## src/rtl/ecc_pkg.sv

```systemverilog
// Shared types and helpers for the SECDED scrub controller.
// Optional HALT state is present only when ECC_SCRUB_HALT_ON_DB_EN is defined.
package ecc_pkg;

   localparam int unsigned ECC_K = 8;

   typedef enum logic [2:0] {
      S_IDLE,
      S_WAIT,
      S_RD_REQ,
      S_RD_WAIT,
      S_WR_REQ,
`ifdef ECC_SCRUB_HALT_ON_DB_EN
      S_ADV,
      S_HALT
`else
      S_ADV
`endif
   } scrub_state_e;

   // Number of Hamming parity bits for k data bits: smallest m with 2^m >= k+m+1.
   function automatic int unsigned calculate_m(input int unsigned k);
      int unsigned m;
      m = 1;
      for (int i = 0; i < 32; i++) begin
         if ((32'd1 << m) < (k + m + 1)) m = m + 1;
      end
      return m;
   endfunction

endpackage

```

## src/rtl/sat_counter.sv

```systemverilog
// Saturating up-counter with synchronous clear; holds at all-ones.
module sat_counter #(
   parameter int unsigned W = 16
) (
   input  logic         i_clk,
   input  logic         i_clr,
   input  logic         i_inc,
   output logic [W-1:0] o_cnt
);

   logic [W-1:0] r_cnt;

   always_ff @(posedge i_clk) begin
      if (i_clr)                             r_cnt <= '0;
      else if (i_inc && (r_cnt != {W{1'b1}})) r_cnt <= r_cnt + W'(1);
   end

   assign o_cnt = r_cnt;

endmodule

```

## src/rtl/ecc_scrub_ctrl.sv

```systemverilog
// Background scrubber: throttled read of every word, write-back of corrected data, error stats.
// Define ECC_SCRUB_HALT_ON_DB_EN to park in HALT after an uncorrectable error.
module ecc_scrub_ctrl
   import ecc_pkg::*;
#(
   parameter int unsigned K        = ECC_K,
   parameter int unsigned DEPTH    = 256,
   parameter int unsigned AW       = $clog2(DEPTH),
   parameter int unsigned INTERVAL = 1024,
   parameter int unsigned CW       = 16
) (
   input  logic          clk_i,
   input  logic          rst_i,
   input  logic          scrub_en_i,
   output logic          mem_req_o,
   output logic          mem_we_o,
   output logic [AW-1:0] mem_addr_o,
   output logic [K-1:0]  mem_wdata_o,
   input  logic          mem_gnt_i,
   input  logic          mem_rvalid_i,
   input  logic [K-1:0]  dec_data_i,
   input  logic          dec_sb_err_i,
   input  logic          dec_db_err_i,
   output logic [CW-1:0] sb_cnt_o,
   output logic [CW-1:0] db_cnt_o,
   output logic [AW-1:0] db_addr_o,
   output logic          db_irq_o,
   output logic          pass_done_o,
   output logic          busy_o
);

   localparam int unsigned   IW        = (INTERVAL > 1) ? $clog2(INTERVAL) : 1;
   localparam logic [IW-1:0] LP_RELOAD = IW'(INTERVAL - 1);
   localparam logic [AW-1:0] LP_LAST   = AW'(DEPTH - 1);

   scrub_state_e r_state, w_state_nxt;
   logic [IW-1:0] r_cnt, w_cnt_nxt;
   logic [AW-1:0] r_addr, w_addr_nxt;
   logic [K-1:0]  r_wdata, w_wdata_nxt;
   logic [AW-1:0] r_db_addr;
   logic          r_req, r_we, r_busy, r_db_irq, r_pass;
   logic          w_sb_inc, w_db_hit, w_pass;

   // Next-state and datapath decisions
   always_comb begin
      w_state_nxt = r_state;
      w_cnt_nxt   = r_cnt;
      w_addr_nxt  = r_addr;
      w_wdata_nxt = r_wdata;
      w_sb_inc    = 1'b0;
      w_db_hit    = 1'b0;
      w_pass      = 1'b0;
      case (r_state)
         S_IDLE: begin
            if (scrub_en_i) begin
               w_state_nxt = S_WAIT;
               w_cnt_nxt   = LP_RELOAD;
            end
         end
         S_WAIT: begin
            if (!scrub_en_i)       w_state_nxt = S_IDLE;
            else if (r_cnt == '0)  w_state_nxt = S_RD_REQ;
            else                   w_cnt_nxt   = r_cnt - IW'(1);
         end
         S_RD_REQ: begin
            if (mem_gnt_i) w_state_nxt = S_RD_WAIT;
         end
         S_RD_WAIT: begin
            if (mem_rvalid_i) begin
               if (dec_db_err_i) begin
                  w_db_hit = 1'b1;
`ifdef ECC_SCRUB_HALT_ON_DB_EN
                  w_state_nxt = S_HALT;
`else
                  w_state_nxt = S_ADV;
`endif
               end else if (dec_sb_err_i) begin
                  w_sb_inc    = 1'b1;
                  w_wdata_nxt = dec_data_i;
                  w_state_nxt = S_WR_REQ;
               end else begin
                  w_state_nxt = S_ADV;
               end
            end
         end
         S_WR_REQ: begin
            if (mem_gnt_i) w_state_nxt = S_ADV;
         end
         S_ADV: begin
            if (r_addr == LP_LAST) begin
               w_addr_nxt = '0;
               w_pass     = 1'b1;
            end else begin
               w_addr_nxt = r_addr + AW'(1);
            end
            if (scrub_en_i) begin
               w_state_nxt = S_WAIT;
               w_cnt_nxt   = LP_RELOAD;
            end else begin
               w_state_nxt = S_IDLE;
            end
         end
`ifdef ECC_SCRUB_HALT_ON_DB_EN
         S_HALT: begin
            if (!scrub_en_i) w_state_nxt = S_IDLE;
         end
`endif
         default: w_state_nxt = S_IDLE;
      endcase
   end

   // State and registered outputs, decoded from the next state
   always_ff @(posedge clk_i) begin
      if (rst_i) begin
         r_state   <= S_IDLE;
         r_cnt     <= '0;
         r_addr    <= '0;
         r_wdata   <= '0;
         r_db_addr <= '0;
         r_req     <= 1'b0;
         r_we      <= 1'b0;
         r_busy    <= 1'b0;
         r_db_irq  <= 1'b0;
         r_pass    <= 1'b0;
      end else begin
         r_state  <= w_state_nxt;
         r_cnt    <= w_cnt_nxt;
         r_addr   <= w_addr_nxt;
         r_wdata  <= w_wdata_nxt;
         r_req    <= (w_state_nxt == S_RD_REQ) || (w_state_nxt == S_WR_REQ);
         r_we     <= (w_state_nxt == S_WR_REQ);
         r_busy   <= (w_state_nxt != S_IDLE);
         r_db_irq <= w_db_hit;
         r_pass   <= w_pass;
         if (w_db_hit) r_db_addr <= r_addr;
      end
   end

   sat_counter #(.W(CW)) u_sb_cnt (
      .i_clk (clk_i),
      .i_clr (rst_i),
      .i_inc (w_sb_inc),
      .o_cnt (sb_cnt_o)
   );

   sat_counter #(.W(CW)) u_db_cnt (
      .i_clk (clk_i),
      .i_clr (rst_i),
      .i_inc (w_db_hit),
      .o_cnt (db_cnt_o)
   );

   assign mem_req_o   = r_req;
   assign mem_we_o    = r_we;
   assign mem_addr_o  = r_addr;
   assign mem_wdata_o = r_wdata;
   assign db_addr_o   = r_db_addr;
   assign db_irq_o    = r_db_irq;
   assign pass_done_o = r_pass;
   assign busy_o      = r_busy;

endmodule

```

## config.mk

```make
export PLATFORM = sky130hd
export DESIGN_NAME = ecc_scrub_ctrl
export DESIGN_NICKNAME = d
export VERILOG_FILES = /design/src/rtl/ecc_pkg.sv /design/src/rtl/sat_counter.sv /design/src/rtl/ecc_scrub_ctrl.sv
export SDC_FILE = /design/constraint.sdc
export NUM_CORES = 1
export LEC_CHECK = 0
export ABC_AREA = 1
export CAP_MARGIN = 20
export CORE_UTILIZATION = 42
export CTS_BUF_LIST = sky130_fd_sc_hd__clkbuf_4
export CTS_CLUSTER_DIAMETER = 120
export CTS_CLUSTER_SIZE = 20
export DETAILED_ROUTE_END_ITERATION = 10
export PLACE_DENSITY = 0.69
export SETUP_SLACK_MARGIN = 0.4
export SLEW_MARGIN = 20
export SYNTH_ARGS = -nofsm -noshare
export SYNTH_HDL_FRONTEND = slang
export SYNTH_HIERARCHICAL = 1
export SYNTH_SLANG_ARGS = --single-unit
export TNS_END_PERCENT = 20
```

## constraint.sdc

```tcl
create_clock -name clk_i -period 2.1 [get_ports clk_i]
set_clock_uncertainty 0.1 [all_clocks]
set_input_delay 0.42 -clock clk_i [delete_from_list [all_inputs] [get_ports clk_i]]
set_output_delay 0.42 -clock clk_i [all_outputs]
set_load 0.01 [all_outputs]
```

==> impl_metrics.csv <==
group,metric,value,unit
run_status,outcome,"complete, no violations",
placed_design,gp_congestion,0.948,
global_routing,gr-usage-all-layers,19.6,%
setup_path,worstPathMaxFanout,2,
logic_synthesis,synth_top_family_by_area,"simple AND/OR/NAND/NOR gates",
detailed_routing,ant_nets,0,
floorplanning,io_pins,76,
logic_synthesis,synthFlopType,"dfxtp_1",
setup_path,reg2reg_slack,340,ps
setup_path,critical_path.top_delay_family,"buffers and inverters",
detailed_routing,post_drt_wl_per_cell,12.2,µm
floorplanning,die_h,99.1,µm
logic_synthesis,synth_largest_area_cell,"dfxtp_1",
global_routing,grt_antenna_before_repair,0,
sta,slew_viol_final,0,
layout,postLayoutCellArea,0.00535,mm²
sta,slew_headroom,62.7,%
global_routing,grt_max_degree,17,
detailed_routing,drc,0,
power,p_leak,2.43,nW
layout,fin_nets,708,
global_routing,grt_pass1_vias,3648,
layout,syn_to_final_growth,35.1,%
logic_synthesis,yosys-top-cells-area,"dfxtp_1, nand2_1, nor2_1",
floorplanning,num_rows,35,
sta,period_needed,1890,ps
clock_tree,cts_buffer_depth,2,
setup_path,start_kind,"flip-flop",
logic_synthesis,synth.most_common_cell,"nand2_1",
setup_path,cp_cell_sequence,"clkdlybuf4s50_1",
sta,setup_viol,0,
power,p_per_area,467,mW/mm²
logic_synthesis,synth_fa_ha_area_share,1.58,%
setup_path,end_kind,"primary output",
logic_synthesis,synthCells,583,
logic_synthesis,synth-edff-count,0,
sta,fmax,530,MHz
hold_path,min_from,"u_sb_cnt/o_cnt[6]",
setup_path,criticalPathCategory,"flip-flop to primary output",
floorplanning,start_util,43.0,%
logic_synthesis,syn_nets,603,
setup_path,reg2reg_depth,9,
sta,tightest_slew,559,ps
power,power,2.50,mW
power,ir_worst_vdd,313,µV
logic_synthesis,synth_common_cells,"nand2_1, nor2_1, dfxtp_1",
setup_path,reg2reg_from,"r_cnt[0]",
detailed_routing,drtIter0Drc,255,
placed_design,postPlaceCellArea,0.00491,mm²
clock_tree,numCtsBuffers,9,
logic_synthesis,synthesis.area,0.00396,mm²
setup_path,cp.arrival,1370,ps
logic_synthesis,ys_seq_area_share,37.4,%
detailed_routing,vias,4037,
logic_synthesis,synth_compound_area_share,8.57,%
flow_run,drv_cap,0,
floorplanning,coreArea,0.00920,mm²
clock_tree,cts_tree,"built",
clock_tree,cts_hold_buf,0,
setup_path,cp_slowest_stage_delay,560,ps
sta,min_period_over_period,89.8,%
logic_synthesis,synth_mux_area_share,0,%
global_routing,grt.overflow.total,0,
layout,nFillCells,830,
logic_synthesis,synth_cell_types,38,
layout,diodes,0,
setup_path,rr_endpoint,"r_cnt[9]",
setup_path,critical_path_required,1580,ps
placed_design,port_buffers,75,
logic_synthesis,synth-simple-area-share,44.2,%
logic_synthesis,synth_top_cell_area_share,37.4,%
clock_tree,cts_root_buffer,"clkbuf_4",
global_routing,grt_pass1_wl,15700,µm
sta,hold_viol_final,0,
sta,rsz0062_at_grt,"true",
detailed_routing,drt_wl_total,9820,µm
hold_path,min_path_cells,3,
logic_synthesis,yosys_warnings,6,
floorplanning,die_area,0.00982,mm²
logic_synthesis,yosys_register_bits,74,
clock_tree,clk_latency,420,ps
setup_path,cp_slowest_cell,"clkdlybuf4s50_1",
setup_path,setup.worst_path.start,"mem_addr_o[6]",
setup_path,path_buf_inv,1,
logic_synthesis,syn_area_per_cell,6.79,µm²
floorplanning,die_width,99.1,µm
logic_synthesis,synth_xor_area_share,0.885,%
clock_tree,clkTransAtPathRegs,140,ps
clock_tree,h-tree-depth,3,
detailed_routing,drt-pass1-iter-count,4,
layout,layout-drive-gt1-share,25.3,%
clock_tree,clkSinkCount,74,
hold_path,hold_path_end,"u_sb_cnt/o_cnt[6]",
hold_path,hold_path.class,"flip-flop to flip-flop",
logic_synthesis,async_reset_ff_share,0,%
placed_design,dp_hpwl,7040,µm
detailed_routing,avgViaCountPerCell,5.02,
## sequential cells by signal, summed over array words and instances, names as in the netlist
name / flops
busy_o: 1
mem_req_o: 1
mem_we_o: 1
u_sb_cnt/o_cnt: 16
pass_done_o: 1
mem_addr_o: 8
r_state: 3
db_irq_o: 1
mem_wdata_o: 8
u_db_cnt/o_cnt: 16
db_addr_o: 8
r_cnt: 10
## cell usage in the layout, fill, tap and decap left out, types with 2 or more instances in the layout
cell type / n
nor2_8: 2
nor2_1: 113
dfxtp_4: 19
nand3b_1: 3
clkinvlp_4: 2
or2_0: 2
clkinv_4: 2
clkbuf_4: 9
clkdlybuf4s50_1: 47
dlymetal6s2s_1: 10
inv_8: 2
dlygate4sd2_1: 18
xor2_1: 3
ha_1: 5
nor2_4: 9
nand2_4: 3
inv_1: 43
buf_6: 2
nand3_1: 43
nor2_2: 26
o21ai_0: 19
nand4_1: 12
nand3_2: 5
inv_2: 8
dfxtp_2: 21
a21oi_2: 8
nand3_4: 3
nor3_4: 2
a21oi_1: 23
nand2_2: 16
inv_6: 2
buf_4: 29
o21ai_1: 3
nand2_1: 135
dfxtp_1: 34
## area by class of cell
class                   instances  area [µm²]  area share [%]
multi-input cells             443        2300            42.9
flip-flops and latches         74        1580            29.5
repair buffers                106         993            18.6
inverters                      54         211            3.95
well taps                     111         139            2.60
clock buffers                   9        67.6            1.26
clock inverters                 7        61.3            1.15
## through the flow
| step | cells | setup slack, ps | util, % | hold slack [ps] | TNS (ps) |
|---|---|---|---|---|---|
| final | 804 | 215 | 58.1 | 404 | 0 |
| after global routing | 804 | 148 | 58.1 | 434 | 0 |
| after CTS | 790 | 157 | 55.3 | 398 | 0 |
| after detailed placement | 774 | -203 | 53.4 | 394 | -1280 |
| after global placement | 774 | -136 | 53.4 | 366 | -566 |
| after floorplan | 583 | 273 | - | 370 | 0 |
## metal layers
metal	track usage (%)	routed length, µm
met2	33.6	4780
met3	3.33	445
met4	7.69	179
met1	24.6	4420
met5	0	0
## kinds of logic (layout without fill, tap and decap cells)
logic type,after synthesis,count (layout)
xor+xnor,4,4
compound gates,57,57
flops,74,74
fa+ha+maj,5,5
buf+inv,66,176
simple gates,377,377
## worst register-to-register path: cells and delay by family, from the launching register on
family	cells	cell delay [ps]
and+or+nand+nor	5	630
buffers and inverters	2	380
DFF	1	320
adders and majority gates	1	200
AOI/OAI and AO/OA	1	50
## how the worst max path moves through the flow
stage / to / cells after the start
floorplan: u_db_cnt/o_cnt[13] / 13
global placement: u_sb_cnt/o_cnt[13] / 11
detailed placement: u_sb_cnt/o_cnt[13] / 11
CTS: db_cnt_o[9] / 1
global route: sb_cnt_o[0] / 1
finish: mem_addr_o[6] / 1
## power breakdown
group	internal (mW)	switching [mW]
logic	0.105	0.146
registers	1.40	0.0241
clock network	0.263	0.561
## what timing repair did
| action | in CTS | in global routing |
|---|---|---|
| buffers inserted | 0 | 14 |
| setup endpoints to repair | 90 | 97 |
| cloned | 0 | 0 |
| resized for setup | 60 | 53 |
| pin swaps | 0 | 21 |
Note: power is estimated with default switching activity, not from simulation.
